## config.mk

```make
export PLATFORM = sky130hd
export DESIGN_NAME = mem_port_arbiter
export DESIGN_NICKNAME = d
export VERILOG_FILES = /design/src/rtl/mem_port_arbiter.sv
export SDC_FILE = /design/constraint.sdc
export NUM_CORES = 1
export LEC_CHECK = 0
export CELL_PAD_IN_SITES_DETAIL_PLACEMENT = 0
export CELL_PAD_IN_SITES_GLOBAL_PLACEMENT = 1
export CORE_ASPECT_RATIO = 0.5
export CORE_UTILIZATION = 35
export DETAILED_ROUTE_END_ITERATION = 8
export PLACE_DENSITY_LB_ADDON = 0.05
export SYNTH_ARGS = -nofsm -noshare
export SYNTH_HDL_FRONTEND = slang
export SYNTH_SLANG_ARGS = --single-unit
```

## constraint.sdc

```tcl
create_clock -name CLK -period 4.81 [get_ports CLK]
set_input_delay 0.7215 -clock CLK [delete_from_list [all_inputs] [get_ports CLK]]
set_output_delay 0.7215 -clock CLK [all_outputs]
set_load 0.005 [all_outputs]
```

## src/rtl/mem_port_arbiter.sv

```systemverilog
// Shares one single-ported memory between instruction fetch and data access; data wins unless a waiting fetch was passed over STARVE_LIMIT times.
// Request to ack takes at least 2 cycles; m_* are held until m_ready, and each stage stalls until its own ack.
module mem_port_arbiter #(
  parameter int datasize     = 32,
  parameter int STARVE_LIMIT = 4
) (
  input  logic                CLK,
  input  logic                RST,
  input  logic                if_req,
  input  logic [datasize-1:0] if_addr,
  output logic [datasize-1:0] if_rdata,
  output logic                if_ack,
  input  logic                d_req,
  input  logic                d_we,
  input  logic [datasize-1:0] d_addr,
  input  logic [datasize-1:0] d_wdata,
  output logic [datasize-1:0] d_rdata,
  output logic                d_ack,
  output logic                m_req,
  output logic                m_we,
  output logic [datasize-1:0] m_addr,
  output logic [datasize-1:0] m_wdata,
  input  logic [datasize-1:0] m_rdata,
  input  logic                m_ready,
  output logic                Stall_IF,
  output logic                Stall_MEM
);

  typedef enum logic [1:0] {IDLE, D_BUSY, F_BUSY} state_t;

  localparam logic [3:0] LIMIT = 4'(STARVE_LIMIT);

  state_t     state;
  logic [3:0] starve_cnt;
  logic       d_elig;
  logic       f_elig;
  logic       grant_f;
  logic       grant_d;

  // A request whose ack is showing this cycle is the one just served, not a new one.
  assign d_elig  = d_req & ~d_ack;
  assign f_elig  = if_req & ~if_ack;
  assign grant_f = f_elig & (~d_elig | (starve_cnt == LIMIT));
  assign grant_d = d_elig & ~grant_f;

  assign Stall_IF  = RST & if_req & ~if_ack;
  assign Stall_MEM = RST & d_req & ~d_ack;

  always_ff @(posedge CLK or negedge RST) begin
    if (!RST) begin
      state      <= IDLE;
      starve_cnt <= '0;
      m_req      <= 1'b0;
      m_we       <= 1'b0;
      m_addr     <= '0;
      m_wdata    <= '0;
      if_rdata   <= '0;
      d_rdata    <= '0;
      if_ack     <= 1'b0;
      d_ack      <= 1'b0;
    end else begin
      if_ack <= 1'b0;
      d_ack  <= 1'b0;
      case (state)
        IDLE: begin
          if (grant_d) begin
            state   <= D_BUSY;
            m_req   <= 1'b1;
            m_we    <= d_we;
            m_addr  <= d_addr;
            m_wdata <= d_wdata;
            if (f_elig && (starve_cnt != LIMIT))
              starve_cnt <= starve_cnt + 4'd1;
          end else if (grant_f) begin
            state      <= F_BUSY;
            m_req      <= 1'b1;
            m_we       <= 1'b0;
            m_addr     <= if_addr;
            m_wdata    <= '0;
            starve_cnt <= '0;
          end
        end
        D_BUSY: begin
          if (m_ready) begin
            state <= IDLE;
            m_req <= 1'b0;
            m_we  <= 1'b0;
            d_ack <= 1'b1;
            // Stores leave the last load value visible.
            if (!m_we)
              d_rdata <= m_rdata;
          end
        end
        F_BUSY: begin
          if (m_ready) begin
            state    <= IDLE;
            m_req    <= 1'b0;
            m_we     <= 1'b0;
            if_ack   <= 1'b1;
            if_rdata <= m_rdata;
          end
        end
        default: state <= IDLE;
      endcase
    end
  end

endmodule

```

==> qor.csv <==
stage;metric;value;unit
placement;placed_cell_area;0.00916;mm²
routing;num_vias;5412;
timing;slew_viol_final;0;
placement;port_buffers;267;
layout;antenna_cells;0;
die;rows;34;
yosys;ys_warn_count;0;
power;leakagePower;4.06;nW
critical_path;critPathLaunchType;input pin;
clocking;cts_max_level;4;
clocking;clkLatencyLatePin;0.42;ns
yosys;yosysMostFrequentCell;dfrtp_1;
routing;viasPerCell;5.11;
grt;grt_pass1_wl;30700;µm
clocking;cts_buffers;17;
grt;grt_max_degree;57;
yosys;synth_cells;559;
placement;dpl.hpwl;13100;µm
timing;skew;0.00878;ns
yosys;synth_top_area_cell;dfrtp_1;
critical_path;cp.required;4.09;ns
timing;post-route-period-util;62.2;%
layout;drive_gt1_share;17.6;%
yosys;synth_top_area_share;54.3;%
routing;first_iter_violations;346;
clocking;holdBufCountCts;0;
timing;rsz0062_at_grt;false;
yosys;ys.flop_type;dfrtp_1;
layout;final_util;55.6;%
clocking;path_clk_slew;0.06;ns
routing;drt_first_pass_iters;6;
yosys;synth.area.mux_share;11.5;%
timing;min_period;2.99;ns
clocking;cts.sinks;138;
power;ir_worst_vdd;0.291;mV
yosys;ys_ff_latch;138;
timing;hold_viol;0;
clocking;cts_resized;0;
critical_path;worstPathMaxFanout;7;
routing;wl_per_cell;18.6;µm
yosys;synth-edff-count;0;
routing;drt-total-wl;19700;µm
clocking;tritoncts;done;
die;initial_utilization;36.2;%
run_status;status;complete, but fails checks;
critical_path;endpoint_kind;output pin;
power;p_total;6.24;mW
routing;drc;26;
yosys;synth-simple-area-share;15.8;%
yosys;netlist_top_cells_count;dfrtp_1 (138), nand2_1 (72), mux2_2 (64), nor3_1 (64), nor2_1 (34);
yosys;synth_cell_types;38;
grt;grt_util_all_layers;21.3;%
yosys;synth_nets;699;
grt;first_global_vias;5623;
timing;fmax;0.334;GHz
min_path;hold_path_class;input pin to asynchronous set/reset pin;
yosys;syn_area_per_cell;11.4;µm²
yosys;synth_top_family_by_area;simple AND/OR/NAND/NOR gates;
yosys;yosysSeqAreaShare;54.3;%
timing;setup_viol;0;
layout;fin_area;0.00978;mm²
grt;overflow;0;
yosys;ys_async_sr_fraction;100;%
yosys;synthAdderAreaFrac;1.18;%
layout;area_growth;53.8;%
die;die_h;97.3;µm
yosys;synth_compound_area_share;12.6;%
power;power_density;638;mW/mm²
timing;worst_pin_slew;0.990;ns
grt;antenna_found_initial;0;
die;dieArea;0.0187;mm²
routing;ant_nets;0;
die;core;0.0176;mm²
placement;gp_congestion;0.745;
yosys;syn_area;0.00636;mm²
die;io_pins;268;
job;cap_violations;0;
run_status;violations;DRC;
clocking;cts_max_path_buffers;2;
yosys;synthTopCellsByArea;dfrtp_1 (54%), mux2_2 (11%), a2111oi_2 (7.1%);
layout;nets;952;
layout;fillCellCount;1538;
timing;setup_tns;0;ns
layout;multi_input_comb_area;0.00262;mm²
layout;ff_latch_area;0.00345;mm²
clocking;cts_root_buf;clkbuf_16;
critical_path;critical_path_arrival;2.27;ns
yosys;synth_xor_area_share;0;%
timing;slew_headroom;33.8;%
die;die_w;193;µm
critical_path;critical_path_class;input pin to output pin;
clocking;cts_setup_buffers;0;
worst max-delay path, cell delays in order:
cell and delay (ns):
clkdlybuf4s50_1 0.53, nor2b_4 0.33, and2_1 0.17, clkdlybuf4s50_1 0.51
per-stage QoR:
step	hold WS, ns	cells	worst slack, ns
finish	0.194	1059	1.82
global route	0.198	1059	1.75
CTS	0.195	1059	1.80
detailed placement	0.462	1027	1.55
global placement	0.458	1027	1.63
floorplan	0.426	559	2.97
per-layer routing:
| layer | share of wire, % | global-route usage [%] | vias up |
|---|---|---|---|
| li1 | - | - | 2523 |
| met1 | 43 | 27.1 | 2700 |
| met2 | 45 | 32.6 | 179 |
| met3 | 11 | 9.93 | 10 |
| met4 | 0.74 | 5.15 | 0 |
| met5 | 0 | 0 | - |
layout make-up:
| cell class | instances | area share [%] |
|---|---|---|
| inverter | 8 | 0.307 |
| tap | 234 | 2.99 |
| clock inverter | 9 | 1.41 |
| sequential | 138 | 35.3 |
| clock buffer | 23 | 4.89 |
| timing repair buffer | 279 | 28.3 |
| multi-input combinational | 368 | 26.8 |
placed cells by master (no fill, tap or decap), drive strengths merged, types with 2 or more instances in the layout:
master / synthesis / routed
clkdlybuf4s50: 0 / 266
dfrtp: 138 / 138
nand2: 74 / 74
mux2: 64 / 64
nor3: 64 / 64
nor2: 34 / 34
nand3: 33 / 33
o22ai: 32 / 32
a2111oi: 32 / 32
clkbuf: 5 / 23
buf: 40 / 13
inv: 8 / 9
ha: 6 / 6
o21ai: 5 / 5
clkinv: 0 / 4
and2: 3 / 3
bufinv: 0 / 3
nor2b: 3 / 3
a21oi: 3 / 3
o32ai: 2 / 2
nand2b: 2 / 2
o41ai: 2 / 2
final timing paths:
kind                                   startpoint                      end  slack, ns  cells after the start
max reg2reg                  state[0]$_DFFE_PN0P_   m_addr[13]$_DFFE_PN0P_       2.15                      7
max in group asynchronous                     RST  if_rdata[4]$_DFFE_PN0P_       3.54                      2
min                                           RST  d_rdata[21]$_DFFE_PN0P_       0.19                      1
min reg2reg                m_wdata[1]$_DFFE_PN0P_   m_wdata[1]$_DFFE_PN0P_       0.47                      2
min in group CLK           m_wdata[1]$_DFFE_PN0P_   m_wdata[1]$_DFFE_PN0P_       0.47                      2
max                                        if_req                 Stall_IF       1.82                      4
where the power goes:
group          switching [mW]  internal [mW]
registers               0.322           1.74
logic                    1.18           1.62
clock network           0.508          0.861
total                    2.01           4.22
flip-flops by register name, summed over array words and instances, names as in the netlist:
name / cells
state: 2
starve_cnt: 4
if_ack: 1
d_ack: 1
m_addr: 32
if_rdata: 32
m_wdata: 32
m_we: 1
d_rdata: 32
m_req: 1
cell families (layout without fill, tap and decap cells):
group                    after synthesis  count (layout)
AO/OA/AOI/OAI                         80              80
flip-flops                           138             138
adder cells (fa/ha/maj)                6               6
AND/OR/NAND/NOR                      217             217
buffers and inverters                 53             319
multiplexers                          65              65
Note: power is estimated with default switching activity, not from simulation.
==> variant: new RTL, same settings <==
Set the parameter `datasize` to 64 (it was 32).
--- a/src/rtl/mem_port_arbiter.sv
+++ b/src/rtl/mem_port_arbiter.sv
@@ -3,3 +3,3 @@
 module mem_port_arbiter #(
-  parameter int datasize     = 32,
+  parameter int datasize     = 64,
   parameter int STARVE_LIMIT = 4
Interface: changed (8 resized); port bits go from 268 to 524. The function was not compared with the original's and may differ.
==> variant against the original RTL <==
Critical path depth unchanged; cell count rose by 87%; worst hold slack lost 0.095 ns; sequential cell count up 128; cell area grew 89%; total power grew 90%; routed wire length grew 120%; setup slack worse by 0.0017 ns; non-clock buffer count grew 256; area after synthesis up 90%; combinational power increased by 100%; critical path type unchanged; critical endpoint unchanged.
==> variant: results (changes against the original RTL) <==
* Worst reg-to-reg path cell count: 6 (-1)
- Number of buffers on the longest clock path: 3 (+1)
- For this design, the slowest cell found on the critical path is sky130_fd_sc_hd__clkdlybuf4s50_1.
* Via count of the first global-routing pass: 11,000 (+95%)
- Number of violations reported at the end of detailed-routing iteration 0: 671 (+94%)
* Detailed Route WL: 43.2 mm (+120%)
- Status: finished clean
- Number of buffers created by CTS: 26 (+9)
* Sequential fraction of the synthesis area: 0.552 (+0.00896)
- The antenna diode count came to 0 (unchanged).
* Reg clk slew, reported paths: 0.06 ns (about the same)
* Count of buffers inserted at the top-level ports: 523 (+96%)
- Delay contributed by the slowest stage of the critical path: 0.53 ns (about the same)
- The post-synthesis net count came to 1,319 (+89%).
* Area after DPL: 17,500 um^2 (+91%)
- The layout filler cell count came to 2,890 (+88%).
- Worst clock skew: 0.00877 ns (-0.0000127 ns)
* Share of synthesized flip-flops with an asynchronous set or reset: 1.00 (unchanged)
- The leakage dissipation is 7.36 nW (+81%).
* End of the worst register-to-register path: m_addr[14]$_DFFE_PN0P_
* Fraction of layout cells with a size suffix above 1: 0.169 (-0.00661)
* Critical path peak fanout: 5 (-2)
- Warnings, synthesis: 0 (unchanged)
* Slack of the worst reg-to-reg path: 2.06 ns (-0.09 ns)
- Maximum number of pins on one net before global-route repair: 167 (+190%)
* Hpwl dp: 28.7 mm (+120%)
- The number of buffers inserted to repair setup after CTS is 0 (unchanged).
- The post-layout net count is 1,791 (+88%).
* Dominant cells by area after synthesis: sky130_fd_sc_hd__dfrtp_1 55%, sky130_fd_sc_hd__mux2_2 12%, sky130_fd_sc_hd__a2111oi_2 8.0%
- Top cells by count, synth: 266 x sky130_fd_sc_hd__dfrtp_1, 132 x sky130_fd_sc_hd__nand2_1, 129 x sky130_fd_sc_hd__mux2_2, 129 x sky130_fd_sc_hd__nor3_1, 67 x sky130_fd_sc_hd__nor2_1
- Initial antenna violation count: 0 (unchanged)
- Routed via count divided by cell count: 5.21 (+2.0%)
* Relative slew slack: 0.295 (-0.0437)
* Number of enable flip-flop cells after synthesis: 0 (unchanged)
- The highest ir drop seen on vdd came to 357 uV (+23%).
* Reg-to-reg startpoint: state[1]$_DFFE_PN0P_
- Latest clock arrival within the worst-skew pair: 0.54 ns (+0.12 ns)
* Drt first pass iters: 5 (-1)
- H-tree levels: 1 (-3)
* First-pass GRT wire length: 66.3 mm (+120%)
* Total setup violations reported at the end of the flow: 0 (unchanged)
- The number of unique standard cell types used by synthesis is 40 (+5.3%).
- Last weighted congestion value of the routability-driven placer: 0.791 (+6.2%)
- Overall routing resource usage: 0.240 (+0.0272)
## variant: critical path: cells and delay by family
kind | cells | cell delay (ns)
buffers and inverters | 2 | 1.02
AND/OR/NAND/NOR | 2 | 0.53
## variant: cell type report
type / count / area share
Tap cell: 441 / 0.0299
Sequential cell: 266 / 0.361
Timing Repair Buffer: 535 / 0.291
Clock inverter: 7 / 0.00732
Multi-Input combinational cell: 688 / 0.267
Inverter: 6 / 0.00122
Clock buffer: 41 / 0.0427
## variant: how the worst max path moves through the flow
stage,startpoint,end,slack (ns),cells after the start
after floorplan,if_req,Stall_IF,2.97,3
after global placement,if_req,Stall_IF,1.80,4
after detailed placement,if_req,Stall_IF,1.81,4
after CTS,if_req,Stall_IF,1.81,4
after global routing,if_req,Stall_IF,1.76,4
final,if_req,Stall_IF,1.81,4
## variant: per-layer routing
| layer | share of wire | global-route usage | routed length [um] |
|---|---|---|---|
| met5 | 0 | 0 | 0 |
| met4 | 0.043 | 0.0898 | 1840 |
| met3 | 0.056 | 0.0579 | 2430 |
| met2 | 0.49 | 0.410 | 21100 |
| met1 | 0.41 | 0.296 | 17800 |
## variant: cells by family (layout without fill, tap and decap cells)
group                      after synthesis  count (layout)  synth area share
DFF                                    266             266             0.552
buffers and inverters                   97             589            0.0419
and+or+nand+nor                        345             345             0.128
adders and majority gates                6               6           0.00623
AOI/OAI and AO/OA                      207             207             0.150
muxes                                  130             130             0.121
## variant: metrics by stage
step	total power, mW	utilization	instances	setup slack (ns)	hold WS, ns
after floorplan	6.40	-	1051	2.97	0.426
after global placement	9.56	0.524	1936	1.80	0.468
after detailed placement	9.68	0.524	1936	1.81	0.475
after CTS	12.0	0.552	1984	1.81	0.0976
after global routing	12.6	0.552	1984	1.76	0.104
final	11.9	0.552	1984	1.81	0.0992
## variant: where the power goes
group	switching (mW)	leakage [nW]	total (mW)	internal, mW
Combinational	2.44	3.68	5.63	3.19
Sequential	0.608	3.22	3.97	3.36
Clock	0.912	0.454	2.25	1.34
